**config.mk**
```make
export PLATFORM = sky130hd
export DESIGN_NAME = fp_sqrt_pack_flat
export DESIGN_NICKNAME = d
export VERILOG_FILES = /design/src/rtl/fp_sqrt_pack_if.sv /design/src/rtl/fp_sqrt_pack.sv /design/src/flat_wrapper.sv
export SDC_FILE = /design/constraint.sdc
export NUM_CORES = 1
export LEC_CHECK = 0
export ABC_CLOCK_PERIOD_IN_PS = 7100
export CAP_MARGIN = 20
export CORE_ASPECT_RATIO = 1.2
export CORE_MARGIN = 2
export CORE_UTILIZATION = 30
export CTS_BUF_LIST = sky130_fd_sc_hd__clkbuf_4 sky130_fd_sc_hd__clkbuf_8
export CTS_CLUSTER_SIZE = 8
export DETAILED_ROUTE_END_ITERATION = 12
export MAX_ROUTING_LAYER = met4
export PLACE_DENSITY = 0.57
export SYNTH_ARGS = -nofsm -noshare
export SYNTH_HDL_FRONTEND = slang
export SYNTH_SLANG_ARGS = --single-unit
```
**constraint.sdc**
```tcl
create_clock -name clk -period 7.1 [get_ports clk]
set_input_delay 1.775 -clock clk [delete_from_list [all_inputs] [get_ports clk]]
set_output_delay 1.775 -clock clk [all_outputs]
set_load 0.02 [all_outputs]
```
**src/rtl/fp_sqrt_pack_if.sv**
```systemverilog
// Handshake and data bundle between fp_sqrt and its pack/normalize output stage.
interface fp_sqrt_pack_if #(
    parameter int M_SIZE   = 53,
    parameter int EXP_SIZE = 11
);
    logic [M_SIZE-1:0]   in_mantisa;
    logic [EXP_SIZE-1:0] in_exp;
    logic                in_sign;
    logic                in_type;
    logic [2:0]          in_flags;
    logic                start;
    logic [63:0]         out_result;
    logic [2:0]          out_flags;
    logic                ready;
    logic                busy;

    modport master (
        output in_mantisa, in_exp, in_sign, in_type, in_flags, start,
        input  out_result, out_flags, ready, busy
    );

    modport slave (
        input  in_mantisa, in_exp, in_sign, in_type, in_flags, start,
        output out_result, out_flags, ready, busy
    );
endinterface

```
**src/rtl/fp_sqrt_pack.sv**
```systemverilog
// Normalize, round (single: nearest-even), rebias and pack the fp_sqrt result
// into an IEEE 754 word; one normalization shift per cycle.
module fp_sqrt_pack #(
    parameter int M_SIZE       = 53,
    parameter int EXP_SIZE     = 11,
    parameter int SGL_BIAS_ADJ = 896
) (
    input logic           clk,
    input logic           rst,
    fp_sqrt_pack_if.slave bus
);
    localparam int EW       = EXP_SIZE + 1;
    localparam int SGL_KEEP = 24;
    localparam int SGL_LOW  = M_SIZE - SGL_KEEP;

    localparam logic [EW-1:0] E_ONE  = EW'(1);
    localparam logic [EW-1:0] E_DMAX = EW'((1 << EXP_SIZE) - 1);
    localparam logic [EW-1:0] E_SMAX = EW'(255);
    localparam logic [EW:0]   E_ADJ  = (EW + 1)'(SGL_BIAS_ADJ);

    localparam logic [2:0] C_NORMAL = 3'b100;
    localparam logic [2:0] C_INF    = 3'b010;
    localparam logic [2:0] C_NAN    = 3'b001;
    localparam logic [2:0] C_ZERO   = 3'b000;

    typedef enum logic [2:0] {IDLE, NORM, ROUND, PACK, DONE} state_t;

    state_t            state, state_nxt;
    logic [M_SIZE-1:0] m, m_nxt;
    logic [EW-1:0]     e, e_nxt;
    logic              sgn, sgn_nxt;
    logic              dbl, dbl_nxt;
    logic [2:0]        cls, cls_nxt;
    logic [63:0]       res, res_nxt;
    logic [2:0]        oflags, oflags_nxt;

    logic              rnd_inc;
    logic [SGL_KEEP:0] rnd_sum;
    logic [EW:0]       e_sgl;

    function automatic logic [63:0] inf_word(input logic s, input logic d);
        return d ? {s, {EXP_SIZE{1'b1}}, {(63 - EXP_SIZE){1'b0}}}
                 : {32'h0, s, 8'hFF, 23'h0};
    endfunction

    function automatic logic [63:0] zero_word(input logic s, input logic d);
        return d ? {s, 63'h0} : {32'h0, s, 31'h0};
    endfunction

    always_comb begin
        state_nxt  = state;
        m_nxt      = m;
        e_nxt      = e;
        sgn_nxt    = sgn;
        dbl_nxt    = dbl;
        cls_nxt    = cls;
        res_nxt    = res;
        oflags_nxt = oflags;

        rnd_inc = m[SGL_LOW-1] & ((|m[SGL_LOW-2:0]) | m[SGL_LOW]);
        rnd_sum = {1'b0, m[M_SIZE-1 -: SGL_KEEP]} + {{SGL_KEEP{1'b0}}, rnd_inc};
        e_sgl   = {1'b0, e} - E_ADJ;

        unique case (state)
            IDLE: begin
                if (bus.start) begin
                    m_nxt   = bus.in_mantisa;
                    e_nxt   = {1'b0, bus.in_exp};
                    sgn_nxt = bus.in_sign;
                    dbl_nxt = bus.in_type;
                    if (bus.in_flags == C_NORMAL && |bus.in_mantisa) begin
                        cls_nxt   = C_NORMAL;
                        state_nxt = NORM;
                    end else begin
                        // Specials idle through ROUND (no-op) so ready lands one
                        // cycle ahead of the fastest normalized result.
                        cls_nxt   = (bus.in_flags == C_NORMAL) ? C_ZERO : bus.in_flags;
                        state_nxt = ROUND;
                    end
                end
            end
            NORM: begin
                if (m[M_SIZE-1]) begin
                    state_nxt = ROUND;
                end else if (e <= E_ONE) begin
                    cls_nxt   = C_ZERO;
                    state_nxt = PACK;
                end else begin
                    m_nxt = m << 1;
                    e_nxt = e - E_ONE;
                end
            end
            ROUND: begin
                if (!dbl && cls == C_NORMAL) begin
                    if (rnd_sum[SGL_KEEP]) begin
                        m_nxt = {1'b1, {(M_SIZE - 1){1'b0}}};
                        e_nxt = e + E_ONE;
                    end else begin
                        m_nxt = {rnd_sum[SGL_KEEP-1:0], {SGL_LOW{1'b0}}};
                    end
                end
                state_nxt = PACK;
            end
            PACK: begin
                if (cls[0]) begin
                    res_nxt    = dbl ? 64'h7FF8_0000_0000_0000 : 64'h0000_0000_7FC0_0000;
                    oflags_nxt = C_NAN;
                end else if (cls[1]) begin
                    res_nxt    = inf_word(sgn, dbl);
                    oflags_nxt = C_INF;
                end else if (cls[2]) begin
                    if (dbl) begin
                        if (e >= E_DMAX) begin
                            res_nxt    = inf_word(sgn, 1'b1);
                            oflags_nxt = C_INF;
                        end else begin
                            res_nxt    = 64'({sgn, e[EXP_SIZE-1:0], m[M_SIZE-2:0]});
                            oflags_nxt = C_NORMAL;
                        end
                    end else if (e_sgl[EW] || e_sgl == '0) begin
                        res_nxt    = zero_word(sgn, 1'b0);
                        oflags_nxt = C_ZERO;
                    end else if (e_sgl[EW-1:0] >= E_SMAX) begin
                        res_nxt    = inf_word(sgn, 1'b0);
                        oflags_nxt = C_INF;
                    end else begin
                        res_nxt    = {32'h0, sgn, e_sgl[7:0], m[M_SIZE-2 -: 23]};
                        oflags_nxt = C_NORMAL;
                    end
                end else begin
                    res_nxt    = zero_word(sgn, dbl);
                    oflags_nxt = C_ZERO;
                end
                state_nxt = DONE;
            end
            DONE:    state_nxt = IDLE;
            default: state_nxt = IDLE;
        endcase
    end

    always_ff @(posedge clk or negedge rst) begin
        if (!rst) begin
            state  <= IDLE;
            m      <= '0;
            e      <= '0;
            sgn    <= 1'b0;
            dbl    <= 1'b0;
            cls    <= '0;
            res    <= '0;
            oflags <= '0;
        end else begin
            state  <= state_nxt;
            m      <= m_nxt;
            e      <= e_nxt;
            sgn    <= sgn_nxt;
            dbl    <= dbl_nxt;
            cls    <= cls_nxt;
            res    <= res_nxt;
            oflags <= oflags_nxt;
        end
    end

    assign bus.out_result = res;
    assign bus.out_flags  = oflags;
    assign bus.ready      = (state == DONE);
    assign bus.busy       = (state != IDLE);
endmodule

```
**src/flat_wrapper.sv**
```systemverilog
// flat-port wrapper written by rule: the top's interface ports become plain ports
module fp_sqrt_pack_flat 
#(
    parameter int M_SIZE       = 53,
    parameter int EXP_SIZE     = 11,
    parameter int SGL_BIAS_ADJ = 896
)
  (clk, rst, bus_in_mantisa, bus_in_exp, bus_in_sign, bus_in_type, bus_in_flags, bus_start, bus_out_result, bus_out_flags, bus_ready, bus_busy);
  fp_sqrt_pack_if #(.M_SIZE(M_SIZE), .EXP_SIZE(EXP_SIZE)) bus_i ();
  input logic clk;
  input logic rst;
  input wire logic [$bits(bus_i.in_mantisa)-1:0] bus_in_mantisa;
  input wire logic [$bits(bus_i.in_exp)-1:0] bus_in_exp;
  input wire logic [$bits(bus_i.in_sign)-1:0] bus_in_sign;
  input wire logic [$bits(bus_i.in_type)-1:0] bus_in_type;
  input wire logic [$bits(bus_i.in_flags)-1:0] bus_in_flags;
  input wire logic [$bits(bus_i.start)-1:0] bus_start;
  output wire logic [$bits(bus_i.out_result)-1:0] bus_out_result;
  output wire logic [$bits(bus_i.out_flags)-1:0] bus_out_flags;
  output wire logic [$bits(bus_i.ready)-1:0] bus_ready;
  output wire logic [$bits(bus_i.busy)-1:0] bus_busy;
  assign bus_i.in_mantisa = bus_in_mantisa;
  assign bus_i.in_exp = bus_in_exp;
  assign bus_i.in_sign = bus_in_sign;
  assign bus_i.in_type = bus_in_type;
  assign bus_i.in_flags = bus_in_flags;
  assign bus_i.start = bus_start;
  assign bus_out_result = bus_i.out_result;
  assign bus_out_flags = bus_i.out_flags;
  assign bus_ready = bus_i.ready;
  assign bus_busy = bus_i.busy;
  fp_sqrt_pack #(.M_SIZE(M_SIZE), .EXP_SIZE(EXP_SIZE), .SGL_BIAS_ADJ(SGL_BIAS_ADJ)) u_core (.clk(clk), .rst(rst), .bus(bus_i));
endmodule
```
## Word level (Yosys, flattened, before mapping)

Cells that the tools add are included.
Widths: inputs -> output; s select.

- Bits in registers: 140
- Bits in latches: 0
- Bits in writable memories: 0
- ROM bits: 0
- Input port bits: 72
- Output and inout port bits: 69
- Word-level logic and storage cells: 88
- Memories kept: 0

- $add $sub $neg: 4
- Multipliers: 0
- Divide/modulo/power cells: 0
- $lt $le $gt $ge: 3
- Equal/unequal tests: 13
- Shift operators: 0
- Mux-type cells: 40
- Bitwise operators: 2
- Reductions and logical operators: 17

Operators with widths:

| operator | count |
|---|---|
| $mux 64 | 6 |
| $mux 53 | 5 |
| $pmux 53 s3 | 1 |
| $mux 63 | 2 |
| $mux 31 | 2 |
| $mux 12 | 5 |
| $reduce_or 53->1 | 1 |
| $mux 3 | 15 |
| $pmux 12 s3 | 1 |
| $reduce_or 28->1 | 1 |
| $add 24x1->25 | 1 |
| $logic_not 13->1 | 1 |
| $sub 12x10->13 const B | 1 |
| $add 12x1->12 const B | 1 |
| $ge 12x11->1 const B | 1 |
| $ge 12x8->1 const B | 1 |
| $le 12x1->1 const B | 1 |
| $pmux 3 s4 | 1 |
| $sub 12x1->12 const B | 1 |
| $eq 3x3->1 const B | 3 |
| $eq 3x2->1 const B | 2 |
| $ne 2x1->1 const B | 3 |
| $ne 2x2->1 const B | 3 |
| $pmux 3 s2 | 1 |
| other kinds (16) | 19 |

## Logic depth before layout (Yosys ltp)

Gate-level depths: netlist of the first run.

- Word-level depth: 8
- Mapped depth: 11
- Depth with buffers taken out: 8

## Least setup slack after synthesis of the first run

Ideal clock, no wire load.

- Path type: input-to-reg
- Start: input port bus_start
- End: register u_core.m[36]
- Library setup time: 136 ps
- Arrival: 2928 ps
- Data required time: 6964 ps
- Slack: 4036 ps
- Stages: 6
- Path buffers: 1
- Path through: mux2i_1 > o32ai_2 > nand2_1 > buf_2 > a2111oi_0 > nor4_1

- Longest elaborated chain between the ends: 2

RTL lines:

| element | RTL line | text |
|---|---|---|
| start, declared | flat_wrapper.sv:17 | `input wire logic [$bits(bus_i.start)-1:0] bus_start;` |
| $ne 2x2->1 (no line) | n/a |  |
| $reduce_and 5->1 (no line) | n/a |  |
| end signal, assigned | fp_sqrt_pack.sv:153 | `m <= m_nxt;` |
| end, declared | fp_sqrt_pack.sv:29 | `logic [M_SIZE-1:0] m, m_nxt;` |

No other way between the ends.
A chain may end at the register's enable or synchronous reset.

## Worst setup path after layout of the first run

- Start: input port bus_start
- End: register u_core.e[8]

- Longest elaborated chain between the ends: 2

RTL lines:

| element | RTL line | text |
|---|---|---|
| $ne 2x2->1 (no line) | n/a |  |
| $reduce_and 6->1 (no line) | n/a |  |
| end signal, assigned | fp_sqrt_pack.sv:154 | `e <= e_nxt;` |
| end, declared | fp_sqrt_pack.sv:30 | `logic [EW-1:0] e, e_nxt;` |

No other way between the ends.

==> flow_summary.yaml, run 1 <==
sta:
  layout_setup_ws_ns: 3.21
  final.period_utilization_pct: 54.7
  drv_slew: 0
  rsz0062_at_grt: "no"
  relSlewSlack_pct: 32.6
  holdWs_ns: 0.488
  hold_viol: 0
  clock.fmax_mhz: 257
  period_needed_ns: 3.89
  fin_worst_skew_ns: 0.0121
  fin_setup_tns_ns: 0
  worst_pin_slew_ns: 1.01
  setup_viol: 0
setup_path:
  arrival_ns: 4.20
  crit_type: "in2reg"
  critPathSlowestCell: "clkdlybuf4s50_1"
  r2r_slack_ns: 3.55
  r2r_start: "u_core.state[0]"
  cp-start-kind: "input pin"
  endpoint_kind: "flip-flop"
  critPathMaxStageDelay_ns: 0.58
  worstPathRequired_ns: 7.41
  crit_path_cell_trace: "clkdlybuf4s50_1, mux2i_1, o32ai_2, nand2_2, buf_4, nor2_1, a41oi_1"
  critPathMaxFanout: 50
  path_buf_inv: 2
  r2r-end: "u_core.e[5]"
  crit_family: "buffers and inverters"
  r2r_cells: 7
routing:
  drc: 0
  vias: 7482
  drt-wirelength-per-cell_um: 21.4
  drtIter0Drc: 751
  viasPerCell: 5.74
  ant_nets: 0
  drt_first_pass_iters: 6
  drt_wl_total_mm: 27.9
synth:
  synth_cells: 870
  synthMostInstantiatedCell: "dfrtp_1"
  async_flop_share_pct: 100
  ys_ff_latch: 140
  synth_area_leaders: "dfrtp_1 (45%), nor2_1 (5.2%), a221oi_1 (3.8%)"
  synth_area_um2: 7830
  synth.avg_cell_area_um2: 9.00
  yosys_warnings: 0
  synth_cell_type_count: 69
  syn_nets: 949
  yosys.area.top_type: "dfrtp_1"
  ys.flop_type: "dfrtp_1"
  synth_top_area_share_pct: 44.8
  ys_seq_area_share_pct: 44.8
  synth-edff-count: 0
  synth_commonest_cells: "dfrtp_1 (140), nor2_1 (109), nand2_1 (67)"
final_layout:
  drive_above_1_share_pct: 5.97
  stdcell_area_um2: 9760
  nets: 1038
  fillers: 2568
  post-route-util_pct: 38.2
  area_growth_pct: 24.7
  stdcell_count: 1304
power:
  p_per_area_nw_per_um2: 454
  total_leakage_power_nw: 3.87
  power_mw: 4.43
  peakVddDrop_mv: 0.161
placement:
  dp_hpwl_mm: 19.6
  port_buffers: 140
  place_area_um2: 9380
  dp.cells: 1270
  place_ws_ns: 2.76
  place.gp.congestion: 0.893
grt:
  first_global_vias: 7343
  grt_pass1_wl_mm: 43.4
  groute.usage.overall_pct: 21.3
  antenna_found_initial: 2
  grt_max_degree: 75
  grt-ovfl-total: 0
clock_network:
  post_cts_resized: 0
  cts_hold_buf: 0
  clk_pin_slew_ns: 0.08
  htreeDepth: 4
  cts_buffers: 17
  clk_latency_ns: 0.46
  cts_tree: "done"
  cts_root_buffer: "clkbuf_8"
  clockBufferDepth: 2
  postCtsSetupBuffers: 0
  cts.sinks: 140
floorplanning:
  initial_utilization_pct: 30.6
  die_y_um: 181
  dieArea_um2: 27400
  die_x_um: 151
  rows: 64
  num_io_pins: 141
  core_area_um2: 25500
hold_path:
  whs_path_depth: 2
  hold_path_class: "reg2reg"
  hold_start: "u_core.bus.out_result[63]"
  hold-path-endpoint: "u_core.bus.out_result[63]"
run:
  cap_viol_max_count: 0
outcome:
  outcome: "completed"
cells by family after synthesis:
group	synth area share, %
adder cells (fa/ha/maj)	1.12
XOR/XNOR	1.34
flip-flops	44.8
AO/OA/AOI/OAI	25.8
buffers and inverters	5.34
AND/OR/NAND/NOR	21.2
multiplexers	0.384
cells in the final DEF, fill, tap and decap left out, drive strengths merged, types with 8 or more instances in the layout:
cell type and n:
nor2 110, nand3 24, nand2 67, a221oi 34, a21oi 50, clkbuf 20, o31ai 10, o21ai 62
nor2b 27, nor4 24, a221o 25, buf 12, a211oi 9, nor3 25, and3 12, a22o 25
nand2b 8, nand4 13, inv 17, dfrtp 140, and2 8, clkdlybuf4s50 139
state kept, by name, summed over array words and instances (netlist names):
signal and flops:
u_core.sgn 1, u_core.bus.out_result 64, u_core.bus.out_flags 3, u_core.dbl 1
u_core.cls 3, u_core.m 53, u_core.e 12, u_core.state 3
worst max path at each step:
| stage | depth (start not counted) | start | to | slack, ns |
|---|---|---|---|---|
| after CTS | 3 | u_core.state[2] | bus_busy | 3.23 |
| final | 7 | bus_start | u_core.e[8] | 3.21 |
| after floorplan | 6 | bus_start | u_core.m[36] | 4.04 |
| after detailed placement | 7 | bus_start | u_core.e[4] | 2.76 |
| after global placement | 7 | bus_start | u_core.e[3] | 2.87 |
| after global routing | 7 | bus_start | u_core.e[8] | 3.07 |
layer usage:
| layer | GRT usage [%] | wire length (µm) | part of all wire (%) |
|---|---|---|---|
| met5 | - | 0 | 0 |
| met3 | 4.37 | 1780 | 6.4 |
| met1 | 27.7 | 12000 | 43 |
| met2 | 32.3 | 13100 | 47 |
| met4 | 8.45 | 1100 | 3.9 |
worst register-to-register path, stage by stage (launching register included):
cell and delay (ns):
dfrtp_1 0.59, nand2b_1 0.22, nor2_1 0.80, nand2_1 0.31
nand2_2 0.39, buf_4 0.54, nor2_1 0.23, a221o_1 0.37
cell type report:
type	count	area [µm²]	area share [%]
Antenna cell	2	5.00	0.0513
Multi-Input combinational cell	635	3930	40.2
Sequential cell	140	3500	35.9
Timing Repair Buffer	151	1490	15.2
Tap cell	330	413	4.23
Clock inverter	12	114	1.17
Inverter	14	52.6	0.538
Clock buffer	20	263	2.69
where the power goes:
part	switching, mW	internal, mW	total (mW)
clock network	0.342	0.296	0.638
logic	1.25	0.855	2.11
registers	0.549	1.13	1.68
Power figures use the tool's default switching activity.
==> run 2, diff against run 1 <==
--- a/config.mk
+++ b/config.mk
@@ -5,7 +5,7 @@
 export SDC_FILE = /design/constraint.sdc
 export NUM_CORES = 1
 export LEC_CHECK = 0
-export ABC_CLOCK_PERIOD_IN_PS = 7100
+export ABC_CLOCK_PERIOD_IN_PS = 3300
 export CAP_MARGIN = 20
 export CORE_ASPECT_RATIO = 1.2
 export CORE_MARGIN = 2
@@ -14,7 +14,7 @@
 export CTS_CLUSTER_SIZE = 8
 export DETAILED_ROUTE_END_ITERATION = 12
 export MAX_ROUTING_LAYER = met4
-export PLACE_DENSITY = 0.57
+export PLACE_DENSITY = 0.58
 export SYNTH_ARGS = -nofsm -noshare
 export SYNTH_HDL_FRONTEND = slang
 export SYNTH_SLANG_ARGS = --single-unit
==> constraint.sdc (replaced) <==
create_clock -name clk -period 3.3 [get_ports clk]
set_input_delay 0.825 -clock clk [delete_from_list [all_inputs] [get_ports clk]]
set_output_delay 0.825 -clock clk [all_outputs]
set_load 0.02 [all_outputs]
==> run 2 against run 1 <==
Net effect: sequential cell count stayed put; first-iteration DRC count shrank 13%; combinational power is 130% higher.
==> flow_summary.yaml, run 2 (synthesis results as in run 1) <==
final_layout:
  largest_reg_flops: 64
  area_growth_pct: 28.1
  layout_commonest_cell: "dfrtp_1"
  final_cell_mix: "dfrtp_1 (140), clkdlybuf4s50_1 (139), nor2_1 (109)"
  nets: 1065
  drive_above_1_share_pct: 8.51
setup_path:
  cp-start-kind: "input pin"
  r2r_start: "u_core.m[28]"
  crit_family: "simple AND/OR/NAND/NOR gates"
  endpoint_kind: "flip-flop"
  arrival_ns: 3.58
  r2r_slack_ns: 0.51
  critPathMaxFanout: 3
  path_buf_inv: 2
  critPathSlowestCell: "nor4_1"
  cpMostUsedCell: "nor4_1"
  crit_type: "in2reg"
  critPathMaxStageDelay_ns: 0.85
  worstPathRequired_ns: 3.62
  r2r-end: "u_core.e[4]"
  crit_path_cell_trace: "clkdlybuf4s50_1, nor4_1, nand4_1, nor4_1, buf_4, and4b_1, o21bai_1, a21oi_1"
  r2r_cells: 7
sta:
  hold_viol: 0
  rsz0062_at_grt: "no"
  period_needed_ns: 3.26
  drv_slew: 0
  holdWs_ns: 0.364
  worst_pin_slew_ns: 0.973
  fin_setup_tns_ns: 0
  setup_viol: 0
  relSlewSlack_pct: 34.5
  clock.fmax_mhz: 307
  final.period_utilization_pct: 98.7
  fin_worst_skew_ns: 0.0166
power:
  power_mw: 9.85
  p_per_area_nw_per_um2: 983
  clock_power_share_pct: 14.2
  swShare_pct: 47.7
  peakVddDrop_mv: 0.371
  power_switching_mw: 4.70
  p_int_mw: 5.15
  combPwrFrac_pct: 50.0
  seq_power_share_pct: 35.7
  total_leakage_power_nw: 4.03
clock_network:
  cts_buffers: 17
  post_cts_resized: 0
  clockBufferDepth: 2
  cts.sinks: 140
  cts_tree: "done"
  clk_pin_slew_ns: 0.08
  postCtsSetupBuffers: 0
  clk_latency_ns: 0.47
  cts_hold_buf: 0
  htreeDepth: 4
  cts_root_buffer: "clkbuf_8"
routing:
  viasPerCell: 5.72
  vias: 7601
  drt-wirelength-per-cell_um: 21.7
  drtIter0Drc: 655
  ant_nets: 0
  drc: 0
  drt_wl_total_mm: 28.8
  drt_first_pass_iters: 6
hold_path:
  hold_path_class: "in2async"
floorplanning:
  core_area_um2: 25500
  initial_utilization_pct: 30.6
  num_io_pins: 141
  rows: 64
  dieArea_um2: 27400
  die_y_um: 181
  die_x_um: 151
grt:
  antenna_found_initial: 0
  grt-ovfl-total: 0
  grt_pass1_wl_mm: 44.4
  grt_max_degree: 64
  first_global_vias: 7541
  groute.usage.overall_pct: 21.8
outcome:
  outcome: "completed"
placement:
  dp_hpwl_mm: 20.7
  port_buffers: 140
  place.gp.congestion: 0.906
run:
  cap_viol_max_count: 0
[run 2: worst max path at each step]
stage | startpoint | end | cells past startpoint
3_3_place_gp | bus_in_mantisa[25] | u_core.state[0] | 8
3_5_place_dp | bus_in_mantisa[32] | u_core.state[0] | 8
5_1_grt | bus_in_mantisa[25] | u_core.state[0] | 8
2_1_floorplan | u_core.m[29] | u_core.m[38] | 9
6_report | bus_in_mantisa[25] | u_core.state[0] | 8
4_1_cts | bus_in_mantisa[25] | u_core.state[0] | 8
[run 2: power groups by stage]
stage | Clock, mW | Combinational, mW | Sequential (mW)
after floorplan | 0 | 3.07 | 3.28
after global placement | 0 | 4.86 | 3.53
after detailed placement | 0 | 4.91 | 3.52
after CTS | 1.43 | 4.93 | 3.50
after global routing | 1.51 | 5.40 | 3.61
final | 1.40 | 4.93 | 3.52
[run 2: through the flow]
stage          setup WS [ns]  util (%)  cell area [µm²]  instances
5_1_grt               0.0765      39.2            10000       1329
6_report              0.0442      39.2            10000       1330
3_3_place_gp          -0.292      37.7             9630       1297
4_1_cts                0.217      39.2            10000       1329
2_1_floorplan          0.865         -             7830        870
3_5_place_dp          -0.270      37.7             9630       1297
[run 2: layout make-up]
type	instances	area, µm²
antenna	1	2.50
clock buffer	22	284
clock inverter	10	105
fill	2558	15500
inverter	14	52.6
multi-input combinational	635	3930
sequential	140	3500
tap	330	413
timing repair buffer	178	1740
[run 2: per-layer routing]
| metal | share of wire, % | GRT usage [%] |
|---|---|---|
| met2 | 48 | 34.1 |
| met5 | 0 | - |
| met1 | 42 | 27.4 |
| met3 | 6.0 | 3.94 |
| met4 | 4.1 | 9.87 |
==> edit 1 (config.mk and constraints of run 2) <==
`M_SIZE` is set to 53 in 3 places; all go to 106.
--- a/src/rtl/fp_sqrt_pack_if.sv
+++ b/src/rtl/fp_sqrt_pack_if.sv
@@ -2,3 +2,3 @@
 interface fp_sqrt_pack_if #(
-    parameter int M_SIZE   = 53,
+    parameter int M_SIZE   = 106,
     parameter int EXP_SIZE = 11
--- a/src/rtl/fp_sqrt_pack.sv
+++ b/src/rtl/fp_sqrt_pack.sv
@@ -3,3 +3,3 @@
 module fp_sqrt_pack #(
-    parameter int M_SIZE       = 53,
+    parameter int M_SIZE       = 106,
     parameter int EXP_SIZE     = 11,
--- a/src/flat_wrapper.sv
+++ b/src/flat_wrapper.sv
@@ -3,3 +3,3 @@
 #(
-    parameter int M_SIZE       = 53,
+    parameter int M_SIZE       = 106,
     parameter int EXP_SIZE     = 11,
Interface: changed (resized bus_in_mantisa); port bits go from 141 to 194. No check against the original RTL was run, so the function may have changed too.
==> edit 1 against run 2 <==
  * Synthesized cell count is 30% higher
  * Critical path type is now flip-flop to flip-flop
  * Worst setup slack better by 0.24 ns
  * Sequential share of layout area is 1.6 points higher
  * Total power is 35% higher
  * Fmax is 7.9% higher
  * Sequential cell count is 53 higher
  * Via count is 33% higher
  * Design area is 32% higher
  * Routed wire length is 38% higher
  * Clock power is 22% higher
  * Synthesized area is 31% higher
==> edit 1: results (changes against run 2) <==
- Status: finished, final reports clean
- Clock latency on the worst-skew pair: 0.48 ns
- Predominant post-synthesis flop cell: dfrtp_1
- Initial DRC Count: 740 (+13%)
- CP delay by family, top: simple AND/OR/NAND/NOR gates
- Max FFs per register: 106 (+66%)
- Max IR drop VDD: 0.000528 V (+42%)
- Ys Warns: 0 (unchanged)
- Share of cells above drive strength 1: 7.10% (-1.4 points)
- Syn Nets: 1,259 (+33%)
- Critical path's slowest cell: dfrtp_1
- Vias in the first global route: 9,916 (+31%)
- Reg2reg setup slack: 0.28 ns (-0.23 ns)
- Max clock buf depth: 2 (unchanged)
- GR Util All Layers: 22.8% (+0.93 points)
- Sw Share: 47.7% (about the same)
- Crit Path Max Fanout: 65 (+62)
- IO Port Bufs: 193 (+38%)
- CP peak stage delay: 0.51 ns (-0.34 ns)
- WL per Instance: 22.7 microns (+4.7%)
- Leak: 5.26 nW (+30%)
- Total CTS buffers: 17 (unchanged)
- Vias: 10,092 (+33%)
- Critical Path AT: 3.37 ns (-0.21 ns)
- Initial DRT Pass Iterations: 5 (-1)
- CP endpoint kind: flip-flop
- Fill cells: 3,461 (+35%)
- Post-synth top cells: nor2_1 (215), dfrtp_1 (193), a221oi_1 (96)
- Setup Fix Bufs, Post-CTS: 0 (unchanged)
- HP Class: primary input to asynchronous set/reset pin
- Largest Register: u_core.m
- First-pass GRT wire length: 61,000 microns (+38%)
- Clock skew: 0.0286 ns (+0.0120 ns)
- Worst Max-Slew Pin Slew: 0.776 ns (-0.197 ns)
- Critical Path Start: u_core.e[0]
- Initial antenna violation count: 4 (+4)
- R2R depth: 9 (+2)
- Gpl congestion: 0.894 (-1.3%)
- Post_cts resized: 0 (unchanged)
- Final HPWL DP: 29,000 microns (+41%)
- Nets: 1,414 (+33%)
- Largest net degree at the start of global routing: 84 (+31%)
- Clk slew on worst S/H paths: 0.12 ns (+0.04 ns)
- Post-synthesis sequential area ratio: 47.1% (+2.3 points)
- Fraction of registers with async set/reset: 100% (unchanged)
- Htree depth: 4 (unchanged)
- RR Endpoint: u_core.m[22]
- Synth top area cells: dfrtp_1 (47%), a221oi_1 (8.2%), nor2_1 (7.9%)
- FF-to-FF Start: u_core.e[0]
- CTS root buffer: clkbuf_8
- Synth cell types: 66 (-4.3%)
==> edit 1: changes by cell type after synthesis, moves of 12 or more <==
| cell | change |
|---|---|
| nand2_1 | -12 |
| dfrtp_1 | +53 |
| a221o_1 | -21 |
| a221oi_1 | +62 |
| nor2_1 | +106 |
| a21o_1 | +20 |
| nor4_1 | +35 |
| a22o_1 | +18 |
| nor2b_1 | -26 |
==> edit 1: per-stage QoR <==
step                area, sq um  setup slack (ns)  cells  utilization (%)  hold slack [ns]
floorplan                 10300             0.890   1127                -            0.479
global placement          12800            0.0780   1719             37.6            0.465
detailed placement        12800             0.156   1719             37.6            0.471
CTS                       13200             0.299   1751             38.9            0.409
global route              13200             0.118   1755             38.9            0.445
finish                    13200             0.282   1755             38.9            0.408
==> edit 1: logic make-up after synthesis <==
kind of cell	share of synthesized area, %
simple gates	20.7
fa+ha+maj	0.854
xor+xnor	0.854
flops	47.1
mux	0.500
buf+inv	4.81
compound gates	25.2
==> edit 1: layer usage <==
layer,vias up,global-route usage (%),part of all wire [%]
met2,423,35.7,47
met1,5016,29.3,43
met5,-,-,0
li1,4592,-,-
met4,0,7.51,2.7
met3,61,5.15,7.6
==> edit 1: power groups by stage <==
stage	Sequential [mW]	Clock, mW	Combinational [mW]
detailed placement	4.99	0	6.52
global placement	5.01	0	6.45
global route	5.13	1.83	7.23
CTS	4.96	1.76	6.53
finish	5.01	1.71	6.54
floorplan	4.59	0	4.22
==> edit 1: final cells by class <==
cell class	instances	area share (%)
antenna	4	0.0759
clock inverter	11	1.16
inverter	18	0.512
clock buffer	21	2.10
tap	456	4.32
multi-input combinational	822	37.8
sequential	193	36.6
timing repair buffer	230	17.4
==> edit 2 (config.mk and constraints of run 2) <==
Without the edit above. Encoding of `state_t`: now one-hot (5 bits for 5 states).
--- a/src/rtl/fp_sqrt_pack.sv
+++ b/src/rtl/fp_sqrt_pack.sv
@@ -25,3 +25,3 @@
 
-    typedef enum logic [2:0] {IDLE, NORM, ROUND, PACK, DONE} state_t;
+    typedef enum logic [4:0] {IDLE = 5'b00001, NORM = 5'b00010, ROUND = 5'b00100, PACK = 5'b01000, DONE = 5'b10000} state_t;
 
Behaviour: no difference found for any inputs over 4 cycles, from zero or initial values and one cycle with rst low; so few cycles prove little.
==> edit 2 against run 2 <==
  * Routed wire length fell by 2.0%
  * Worst setup slack improved by 0.20 ns
  * Via count rose by 2.4%
  * Largest power group unchanged
  * Largest cell class unchanged
  * Critical endpoint is now bus_busy
  * Synthesized area rose by 1.8%
  * Synthesized cell count rose by 2.2%
  * Final cell count rose by 1.4%
  * Sequential cell count rose by 2
  * Design area rose by 1.2%
  * Total power fell by 8.1%
  * Register-to-register slack got worse by 0.02 ns
==> edit 2: results (changes against run 2) <==
- Synth cell types: 70 (+1.4%)
- Critical Path AT: 2.23 ns (-1.35 ns)
- Syn Nets: 968 (+2.0%)
- Critical Path Start: u_core.state[4]
- Synth top area cells: dfrtp_1 (44%), nor2_1 (5.3%), nand2_1 (5.0%)
- Reg2reg setup slack: 0.49 ns (-0.02 ns)
- Max IR drop VDD: 0.000361 V (-2.5%)
- Initial antenna violation count: 1 (+1)
- CTS root buffer: clkbuf_8
- Final HPWL DP: 20,100 microns (-2.8%)
- Initial DRC Count: 810 (+24%)
- FF-to-FF Start: u_core.e[7]
- Crit Path Max Fanout: 7 (+4)
- Nets: 1,079 (+1.3%)
- WL per Instance: 20.9 microns (-3.3%)
- Core box area: 26,200 sq um (+2.5%)
- First-pass GRT wire length: 44,000 microns (-0.86%)
- RR Endpoint: u_core.bus.out_result[21]
- Crit path capture: bus_busy
- Fill cells: 2,654 (+3.8%)
- Status: finished, final reports clean
- Share of cells above drive strength 1: 9.48% (+0.97 points)
- Gpl congestion: 0.956 (+5.5%)
- Rel. slew slack: 49.7% (+15 points)
- Vias: 7,780 (+2.4%)
- Internal: 4.89 mW (-5.2%)
- Critical path's slowest cell: clkdlybuf4s50_1
- Post-synth top cells: dfrtp_1 (141), nor2_1 (112), nand2_1 (107)
- Post-synthesis sequential area ratio: 44.6% (-0.16 points)
- Clock skew: 0.0142 ns (-0.00236 ns)
edit 2: power groups by stage:
stage	clock, mW	combinational (mW)	sequential [mW]
final	1.57	3.93	3.56
after CTS	1.60	3.91	3.52
after global routing	1.67	4.30	3.64
after detailed placement	0	3.90	3.55
after global placement	0	3.87	3.55
after floorplan	0	2.59	3.27
edit 2: per-layer routing:
| metal | vias to the layer above | GRT usage, % | part of all wire (%) |
|---|---|---|---|
| li1 | 3576 | - | - |
| met1 | 3822 | 28.9 | 46 |
| met2 | 339 | 30.2 | 45 |
| met3 | 43 | 3.35 | 6.2 |
| met4 | 0 | 6.96 | 2.6 |
| met5 | - | - | 0 |
edit 2: layout make-up:
type | count | share of cell area (%)
well taps | 335 | 4.13
repair buffers | 171 | 16.6
flip-flops and latches | 142 | 35.0
diodes | 1 | 0.0247
clock inverters | 13 | 1.78
clock buffers | 19 | 2.52
inverters | 13 | 0.481
multi-input cells | 655 | 39.4
edit 2: worst min path at each step:
stage | startpoint | cells after the start | slack [ns] | to
2_1_floorplan | u_core.m[0] | 2 | 0.50 | u_core.m[0]
3_3_place_gp | u_core.bus.out_result[4] | 2 | 0.45 | u_core.bus.out_result[4]
3_5_place_dp | u_core.bus.out_result[4] | 2 | 0.46 | u_core.bus.out_result[4]
4_1_cts | rst | 1 | 0.32 | u_core.e[3]
5_1_grt | rst | 1 | 0.34 | u_core.e[6]
6_report | rst | 1 | 0.31 | u_core.e[6]
edit 2: metrics by stage:
| step | std cells | hold slack, ns | instance area, sq um | setup slack [ns] | utilization, % |
|---|---|---|---|---|---|
| after detailed placement | 1316 | 0.455 | 9700 | 0.105 | 37.1 |
| after global routing | 1349 | 0.337 | 10100 | 0.0937 | 38.7 |
| after global placement | 1316 | 0.453 | 9700 | 0.179 | 37.1 |
| after CTS | 1348 | 0.322 | 10100 | 0.250 | 38.7 |
| after floorplan | 889 | 0.495 | 7970 | 0.820 | - |
| final | 1349 | 0.310 | 10100 | 0.241 | 38.7 |
edit 2: cell families after synthesis:
logic type / share of synthesized area (%)
buffers and inverters: 5.46
XOR/XNOR: 1.21
AO/OA/AOI/OAI: 25.5
adder cells (fa/ha/maj): 1.10
flip-flops: 44.6
multiplexers: 0.408
AND/OR/NAND/NOR: 21.7
